--- config.mk ---
export PLATFORM = sky130hd
export DESIGN_NAME = hx711_reader_p
export DESIGN_NICKNAME = d
export VERILOG_FILES = /design/src/rtl/hx711_pkg.sv /design/src/rtl/hx711_sck_gen.sv /design/src/rtl/hx711_reader_p.sv
export SDC_FILE = /design/constraint.sdc
export NUM_CORES = 1
export LEC_CHECK = 0
export BUFFER_PORTS_ARGS = -buffer_cell sky130_fd_sc_hd__buf_2
export CELL_PAD_IN_SITES_DETAIL_PLACEMENT = 1
export CELL_PAD_IN_SITES_GLOBAL_PLACEMENT = 2
export CORE_MARGIN = 3
export CORE_UTILIZATION = 35
export DETAILED_ROUTE_END_ITERATION = 7
export PLACE_DENSITY = 0.87
export SLEW_MARGIN = 40
export SYNTH_ARGS = -nofsm -noshare
export SYNTH_HDL_FRONTEND = slang
export SYNTH_SLANG_ARGS = --single-unit
--- constraint.sdc ---
create_clock -name clk_50 -period 9.54 [get_ports clk_50]
set_input_delay 1.431 -clock clk_50 [delete_from_list [all_inputs] [get_ports clk_50]]
set_output_delay 1.431 -clock clk_50 [all_outputs]
set_load 0.05 [all_outputs]
--- src/rtl/hx711_pkg.sv ---
// Shared encodings for the HX711 reader: gain/channel modes, FSM states and
// the per-mode SCK pulse count.
package hx711_pkg;

  localparam logic [1:0] MODE_A128 = 2'b00;
  localparam logic [1:0] MODE_B32  = 2'b01;
  localparam logic [1:0] MODE_A64  = 2'b10;

  typedef logic [2:0] state_t;
  localparam state_t ST_ARM   = 3'd0;
  localparam state_t ST_IDLE  = 3'd1;
  localparam state_t ST_SHIFT = 3'd2;
  localparam state_t ST_CFG   = 3'd3;
  localparam state_t ST_DONE  = 3'd4;

  // Mode 11 is undefined on the HX711 and falls back to channel A, gain 128.
  function automatic logic [4:0] pulse_count(input logic [1:0] m);
    case (m)
      MODE_B32: return 5'd26;
      MODE_A64: return 5'd27;
      default:  return 5'd25;
    endcase
  endfunction

endpackage

--- src/rtl/hx711_sck_gen.sv ---
// PD_SCK generator: HALF_CYC-cycle high and low phases, a pulse counter, and
// strobes marking the data sample point and the end of each pulse.
module hx711_sck_gen #(
  parameter int unsigned HALF_CYC = 32
) (
  input  logic       clk_i,
  input  logic       rst_i,
  input  logic       start_i,
  input  logic [4:0] n_pulses_i,
  output logic       pd_sck_o,
  output logic       sample_o,
  output logic       pulse_end_o,
  output logic       last_o,
  output logic [4:0] pulse_idx_o
);

  localparam int unsigned CW = (HALF_CYC > 2) ? $clog2(HALF_CYC) : 1;
  localparam logic [CW-1:0] CNT_MAX = CW'(HALF_CYC - 1);

  logic          active_q, active_d;
  logic          sck_q, sck_d;
  logic [CW-1:0] cnt_q, cnt_d;
  logic [4:0]    pulse_q, pulse_d;
  logic          phase_end_s;

  assign phase_end_s = active_q && (cnt_q == CNT_MAX);
  assign sample_o    = phase_end_s && sck_q;
  assign pulse_end_o = phase_end_s && !sck_q;
  assign last_o      = pulse_end_o && (pulse_q == (n_pulses_i - 5'd1));
  assign pd_sck_o    = sck_q;
  assign pulse_idx_o = pulse_q;

  // Phase/pulse sequencing; pd_sck is registered so it never glitches.
  always_comb begin
    active_d = active_q;
    sck_d    = sck_q;
    cnt_d    = cnt_q;
    pulse_d  = pulse_q;
    if (start_i) begin
      active_d = 1'b1;
      sck_d    = 1'b1;
      cnt_d    = {CW{1'b0}};
      pulse_d  = 5'd0;
    end else if (active_q) begin
      if (phase_end_s) begin
        cnt_d = {CW{1'b0}};
        if (sck_q) begin
          sck_d = 1'b0;
        end else begin
          pulse_d = pulse_q + 5'd1;
          if (last_o) begin
            active_d = 1'b0;
          end else begin
            sck_d = 1'b1;
          end
        end
      end else begin
        cnt_d = cnt_q + {{(CW-1){1'b0}}, 1'b1};
      end
    end else begin
      sck_d = 1'b0;
    end
  end

  // State registers with synchronous reset.
  always_ff @(posedge clk_i) begin
    if (rst_i) begin
      active_q <= 1'b0;
      sck_q    <= 1'b0;
      cnt_q    <= {CW{1'b0}};
      pulse_q  <= 5'd0;
    end else begin
      active_q <= active_d;
      sck_q    <= sck_d;
      cnt_q    <= cnt_d;
      pulse_q  <= pulse_d;
    end
  end

endmodule

--- src/rtl/hx711_reader_p.sv ---
// HX711 reader: conversion FSM, 24-bit shift register, N-sample averager,
// tare offset, gramme scaling and DOUT-ready timeout.
module hx711_reader_p
  import hx711_pkg::*;
#(
  parameter int unsigned HALF_CYC    = 32,
  parameter int unsigned AVG_LOG2    = 2,
  parameter int unsigned SCALE       = 152,
  parameter int unsigned TIMEOUT_CYC = 50000000
) (
  input  logic        clk_50,
  input  logic        rst,
  input  logic        dout,
  output logic        pd_sck,
  input  logic [1:0]  mode,
  input  logic        tare_req,
  output logic [23:0] raw,
  output logic        raw_valid,
  output logic [31:0] value_gramme,
  output logic        value_valid,
  output logic        busy,
  output logic        timeout
);

  localparam logic [4:0]  AVG_N  = 5'(1 << AVG_LOG2);
  localparam logic [31:0] TO_MAX = 32'(TIMEOUT_CYC);
  localparam logic [31:0] SCL    = 32'(SCALE);

  state_t      state_q, state_d;
  logic [1:0]  mode_q, mode_d;
  logic [23:0] shift_q, shift_d, raw_q, raw_d, offset_q, offset_d;
  logic [27:0] acc_q, acc_d;
  logic [4:0]  cnt_q, cnt_d;
  logic [31:0] value_q, value_d, tcnt_q, tcnt_d;
  logic        raw_valid_q, raw_valid_d, value_valid_q, value_valid_d;
  logic        avg_pend_q, avg_pend_d, tare_pend_q, tare_pend_d;
  logic        busy_q, busy_d, timeout_q, timeout_d;

  logic        start_s, sample_s, pulse_end_s, last_s;
  logic [4:0]  pulse_idx_s;
  logic [23:0] avg_s;
  logic [24:0] diff_s;
  logic [31:0] prod_s;

  assign start_s = (state_q == ST_IDLE) && !dout;

  hx711_sck_gen #(.HALF_CYC(HALF_CYC)) u_sck (
    .clk_i       (clk_50),
    .rst_i       (rst),
    .start_i     (start_s),
    .n_pulses_i  (pulse_count(mode_q)),
    .pd_sck_o    (pd_sck),
    .sample_o    (sample_s),
    .pulse_end_o (pulse_end_s),
    .last_o      (last_s),
    .pulse_idx_o (pulse_idx_s)
  );

  // Arithmetic shift right by AVG_LOG2, keeping the 24 significant bits.
  assign avg_s  = acc_q[AVG_LOG2 +: 24];
  assign diff_s = {avg_s[23], avg_s} - {offset_q[23], offset_q};
  assign prod_s = {{7{diff_s[24]}}, diff_s} * SCL;

  // Conversion FSM, averaging, tare and timeout next-state logic.
  always_comb begin
    state_d       = state_q;
    mode_d        = mode_q;
    shift_d       = shift_q;
    raw_d         = raw_q;
    offset_d      = offset_q;
    acc_d         = acc_q;
    cnt_d         = cnt_q;
    value_d       = value_q;
    tcnt_d        = tcnt_q;
    timeout_d     = timeout_q;
    raw_valid_d   = 1'b0;
    value_valid_d = 1'b0;
    avg_pend_d    = 1'b0;
    tare_pend_d   = tare_pend_q | tare_req;

    case (state_q)
      ST_ARM: begin
        if (dout) begin
          state_d = ST_IDLE;
        end else begin
          state_d = ST_ARM;
        end
      end
      ST_IDLE: begin
        if (!dout) begin
          state_d   = ST_SHIFT;
          mode_d    = mode;
          timeout_d = 1'b0;
          tcnt_d    = 32'd0;
        end else begin
          if (tcnt_q < TO_MAX) begin
            tcnt_d = tcnt_q + 32'd1;
          end else begin
            tcnt_d = tcnt_q;
          end
          if (tcnt_q >= (TO_MAX - 32'd1)) begin
            timeout_d = 1'b1;
          end else begin
            timeout_d = timeout_q;
          end
        end
      end
      ST_SHIFT: begin
        if (sample_s) begin
          shift_d = {shift_q[22:0], dout};
        end else begin
          shift_d = shift_q;
        end
        if (pulse_end_s && (pulse_idx_s == 5'd23)) begin
          state_d = ST_CFG;
        end else begin
          state_d = ST_SHIFT;
        end
      end
      ST_CFG: begin
        if (last_s) begin
          state_d = ST_DONE;
        end else begin
          state_d = ST_CFG;
        end
      end
      ST_DONE: begin
        raw_d       = shift_q;
        raw_valid_d = 1'b1;
        acc_d       = acc_q + {{4{shift_q[23]}}, shift_q};
        cnt_d       = cnt_q + 5'd1;
        avg_pend_d  = (cnt_q == (AVG_N - 5'd1));
        state_d     = ST_ARM;
      end
      default: begin
        state_d = ST_ARM;
      end
    endcase

    // Result cycle always lands in ARM, so it never collides with DONE.
    if (avg_pend_q) begin
      value_valid_d = 1'b1;
      acc_d         = 28'd0;
      cnt_d         = 5'd0;
      if (tare_pend_q) begin
        offset_d    = avg_s;
        value_d     = 32'd0;
        tare_pend_d = tare_req;
      end else begin
        value_d = prod_s;
      end
    end else begin
      value_d = value_q;
    end

    busy_d = (state_d != ST_IDLE);
  end

  // State registers with synchronous reset.
  always_ff @(posedge clk_50) begin
    if (rst) begin
      state_q       <= ST_ARM;
      mode_q        <= 2'b00;
      shift_q       <= 24'd0;
      raw_q         <= 24'd0;
      offset_q      <= 24'd0;
      acc_q         <= 28'd0;
      cnt_q         <= 5'd0;
      value_q       <= 32'd0;
      tcnt_q        <= 32'd0;
      timeout_q     <= 1'b0;
      raw_valid_q   <= 1'b0;
      value_valid_q <= 1'b0;
      avg_pend_q    <= 1'b0;
      tare_pend_q   <= 1'b0;
      busy_q        <= 1'b0;
    end else begin
      state_q       <= state_d;
      mode_q        <= mode_d;
      shift_q       <= shift_d;
      raw_q         <= raw_d;
      offset_q      <= offset_d;
      acc_q         <= acc_d;
      cnt_q         <= cnt_d;
      value_q       <= value_d;
      tcnt_q        <= tcnt_d;
      timeout_q     <= timeout_d;
      raw_valid_q   <= raw_valid_d;
      value_valid_q <= value_valid_d;
      avg_pend_q    <= avg_pend_d;
      tare_pend_q   <= tare_pend_d;
      busy_q        <= busy_d;
    end
  end

  assign raw          = raw_q;
  assign raw_valid    = raw_valid_q;
  assign value_gramme = value_q;
  assign value_valid  = value_valid_q;
  assign busy         = busy_q;
  assign timeout      = timeout_q;

endmodule

==> metrics.md <==
| Metric | Value |
|---|---|
| Post-CTS Setup Inserts | `0` |
| Synth warn | `0` |
| IO Pins | `67` |
| Overall Global Routing Usage | `15.94%` |
| Worst EP required | `9880 ps` |
| Area after DPL | `~12000 µm²` |
| Synth Area in Compound Gates | `18.12%` |
| Fin. max-slew vios | `0` |
| Hold path endpoint | `value_gramme[14]$_SDFFE_PP0P_` |
| Multi-input gate area | `7158 µm²` |
| Initial drt markers | `322` |
| Post-DP HPWL | `approximately 21 mm` |
| P&R area growth vs syn | `11.24%` |
| Power Internal | `between 1 and 1.5 mW` |
| EDFF count, synth | `0` |
| Leak pwr | `5.770 nW` |
| Cell variety after synth | `between 70 and 80` |
| Top_reg_cell synth | `dfxtp_1` |
| CP max stage delay | `around 500 ps` |
| Detail Route Antenna Nets | `0` |
| Hold WS | `around 450 ps` |
| Share of flip-flops with an asynchronous set or reset | `0%` |
| Pre-CTS setup slack | `3751 ps` |
| Worst Max-Slew Pin Slew | `between 700 and 800 ps` |
| Final GP Congestion | `0.8530` |
| R2R Path Start | `acc_q[2]$_SDFFE_PP0P_` |
| WL/cell | `about 14 µm` |
| Reg-to-Reg End | `value_gramme[31]$_SDFFE_PP0P_` |
| CP Launch Type | `flip-flop` |
| Initial antenna violation count | `0` |
| Worst skew pair latency | `450 ps` |
| Fmax | `0.1717 GHz` |
| Fill count | `approximately 4.0k` |
| Worst-path maximum fanout | `4` |
| Syn Inst Count | `1467` |
| First-pass GRT wire length | `47.90 mm` |
| Layout Nets | `1638` |
| Post-Route WL | `27.74 mm` |
| Worst-path clk slew | `around 70 ps` |
| Post-Syn Area | `between 10000 and 15000 µm²` |
| Main combinational cell family by area after synthesis | `simple AND/OR/NAND/NOR gates` |
| Minimum clock period | `5823 ps` |
| Sequential standard cell area | `~3700 µm²` |
| P_sw | `375.9 µW` |
| Total clock buffers created by CTS | `17` |
| Post-Synth Adder-Cell Area | `15.52%` |
| Post-synthesis xor/xnor area fraction | `under 10%` |
| Initial core utilization | `35.70%` |
| WS Path Type | `flip-flop to flip-flop` |
| P per Cell Area | `120.2 nW/µm²` |
| Core ar. | `32700 µm²` |
| Most frequent cells in the layout | `nand2_1 (255), dfxtp_1 (187), a21oi_1 (156)` |
| Final worst path period share | `61.04%` |
| Die width | `188.6 µm` |
| FF+latch count, synth | `187` |
| Clock share of power | `between 40 and 50%` |
| CP Buf/Inv Count | `4` |
| Worst VDD drop | `0.1122 mV` |
| Die Y | `188.6 µm` |
| Critical Path End Type | `flip-flop` |
| Commonest non-fill, non-tap cell in the layout | `nand2_1` |
| Hold Buf Count CTS | `0` |
| Clk root buf | `clkbuf_16` |
| Final WS setup | `3717 ps` |
| Overall power | `1.561 mW` |
| Largest net degree at the start of global routing | `65` |
| Worst path slowest cell | `fa_1` |
| HP Start | `value_gramme[14]$_SDFFE_PP0P_` |
| Setup tns final | `0 ps` |
| Rel. slew slack | `48.90%` |
| FF-to-FF path depth | `27` |
| TritonCTS Sinks | `187` |
| Row count | `66` |
| Part of the power in combinational logic | `around 2.6%` |
| CTS tree | `yes` |
| Hold depth | `2` |
| Crit path max-delay family | `compound AO/OA/AOI/OAI gates` |
| Seq/Total Area, Yosys | `about 32%` |
| DRT Pass-1 Iters | `4` |
| Status | `finished clean` |
| CTS resizes | `0` |
| # port buffers | `63` |
| RSZ-0062 raised after global routing | `false` |
| Total gr overflow | `0` |
| Skew final | `11.00 ps` |
| Hold WC Path Type | `flip-flop to flip-flop` |
| Register share of total power | `~50%` |
| # H-tree levels | `4` |
| Ant. Diodes | `0` |
| CP arrival | `around 6200 ps` |
| # Max-Cap Violations | `0` |
| Final setup fails | `0` |
| Hold Vio Cnt, Final | `0` |
| Finished Cell Area | `~13000 µm²` |
| R2R setup slack | `3720 ps` |
| DRC viols | `0` |
| Layout cells sized above 1 | `8.917%` |
| Clock buffer depth | `2` |
| Multiplexer area fraction after synthesis | `0.4715%` |
| Syn_area_per_cell | `7.958 µm²` |
| Sw Ratio | `24.08%` |
| Post-synthesis simple-gate area fraction | `~19%` |
| Vias per inst | `4.927` |
| Routed via count | `around 9.6k` |
| Vias in the first global route | `9812` |
| Die ar. | `35590 µm²` |
==> metal layers <==
metal,GRT usage [%],wire length [µm],vias up
met4,4.354,367,0
met1,22.58,14610,4559
li1,-,-,4975
met5,0,0,-
met3,2.177,541,24
met2,25.49,12210,79
==> Yosys cell counts (3+ instances only) <==
cell | instances | area share (%)
and2_1 | 9 | 0.48
nand4_1 | 13 | 0.70
or2_1 | 3 | 0.16
xnor2_1 | 42 | 3.2
a21o_1 | 40 | 2.6
or2_2 | 3 | 0.16
nor4_1 | 3 | 0.16
nand2b_1 | 15 | 0.80
o21ai_1 | 3 | 0.13
nand2_1 | 257 | 8.3
o21ai_0 | 54 | 2.3
a31oi_1 | 7 | 0.38
buf_1 | 7 | 0.23
and4_1 | 5 | 0.38
nor2_1 | 93 | 3.0
mux2_2 | 4 | 0.39
buf_4 | 4 | 0.26
fa_1 | 23 | 3.9
dfxtp_1 | 187 | 32
clkbuf_1 | 46 | 1.5
o22ai_1 | 5 | 0.27
ha_1 | 108 | 12
nor3_1 | 13 | 0.56
a211oi_1 | 3 | 0.19
and3_1 | 14 | 0.75
nor2b_1 | 16 | 0.86
xor2_1 | 59 | 4.4
nand3_1 | 31 | 1.3
nand3b_1 | 4 | 0.26
a21oi_1 | 156 | 6.7
a22o_1 | 8 | 0.60
inv_1 | 151 | 4.9
o21bai_1 | 7 | 0.45
o211ai_1 | 9 | 0.58
o21a_1 | 6 | 0.39
o31ai_1 | 3 | 0.19
o21ai_2 | 3 | 0.23
a221o_1 | 4 | 0.34
==> state kept, by name (all words and copies together), names as in the netlist <==
| name | count |
|---|---|
| shift_q | 24 |
| u_sck.active_q | 1 |
| raw_valid | 1 |
| u_sck.pulse_idx_o | 5 |
| value_valid | 1 |
| tcnt_q | 32 |
| busy | 1 |
| avg_pend_q | 1 |
| u_sck.pd_sck_o | 1 |
| offset_q | 24 |
| mode_q | 2 |
| cnt_q | 5 |
| tare_pend_q | 1 |
| u_sck.cnt_q | 5 |
| acc_q | 26 |
| raw | 24 |
| timeout | 1 |
| state_q | 3 |
| value_gramme | 29 |
==> worst max-delay path by stage <==
| stage | from | to | slack, ps | cells past startpoint |
|---|---|---|---|---|
| final | acc_q[2]$_SDFFE_PP0P_ | value_gramme[31]$_SDFFE_PP0P_ | 3720 | 27 |
| after global routing | acc_q[2]$_SDFFE_PP0P_ | value_gramme[31]$_SDFFE_PP0P_ | 3280 | 27 |
| after CTS | acc_q[2]$_SDFFE_PP0P_ | value_gramme[31]$_SDFFE_PP0P_ | 3680 | 27 |
| after detailed placement | acc_q[2]$_SDFFE_PP0P_ | value_gramme[31]$_SDFFE_PP0P_ | 3750 | 27 |
| after global placement | offset_q[2]$_SDFFE_PP0P_ | value_gramme[31]$_SDFFE_PP0P_ | 3940 | 26 |
| after floorplan | offset_q[2]$_SDFFE_PP0P_ | value_gramme[31]$_SDFFE_PP0P_ | 4250 | 26 |
==> cell families after synthesis <==
logic type / after synthesis
and+or+nand+nor: 495
AOI/OAI and AO/OA: 338
buffers and inverters: 208
DFF: 187
adders and majority gates: 131
xor gates and xnor gates: 102
muxes: 5
other: 1
==> layout make-up <==
type,count,area share [%]
clock buffers,18,3.304
flip-flops and latches,187,28.82
well taps,442,4.258
inverters,151,4.364
clock inverters,14,1.214
repair buffers,70,2.919
multi-input cells,1074,55.12
==> metrics by stage <==
stage	utilization, %	instances
detailed placement	37.91	1924
finish	39.72	1956
floorplan	-	1469
CTS	39.71	1956
global placement	37.81	1921
global route	39.72	1956
==> power by group through the flow <==
stage               logic (mW)  clock network, mW  registers, mW
floorplan               0.0306                  0          0.804
global placement        0.0385                  0          0.804
detailed placement      0.0404                  0          0.805
CTS                     0.0407              0.762          0.786
global route            0.0445              0.791          0.787
finish                  0.0398              0.735          0.786
==> tightest hold or removal path: cells and delay by family (launching register included) <==
kind,cells,cell delay [ps]
DFF,1,320
and+or+nand+nor,1,40
AOI/OAI and AO/OA,1,50
Power figures use the tool's default switching activity.
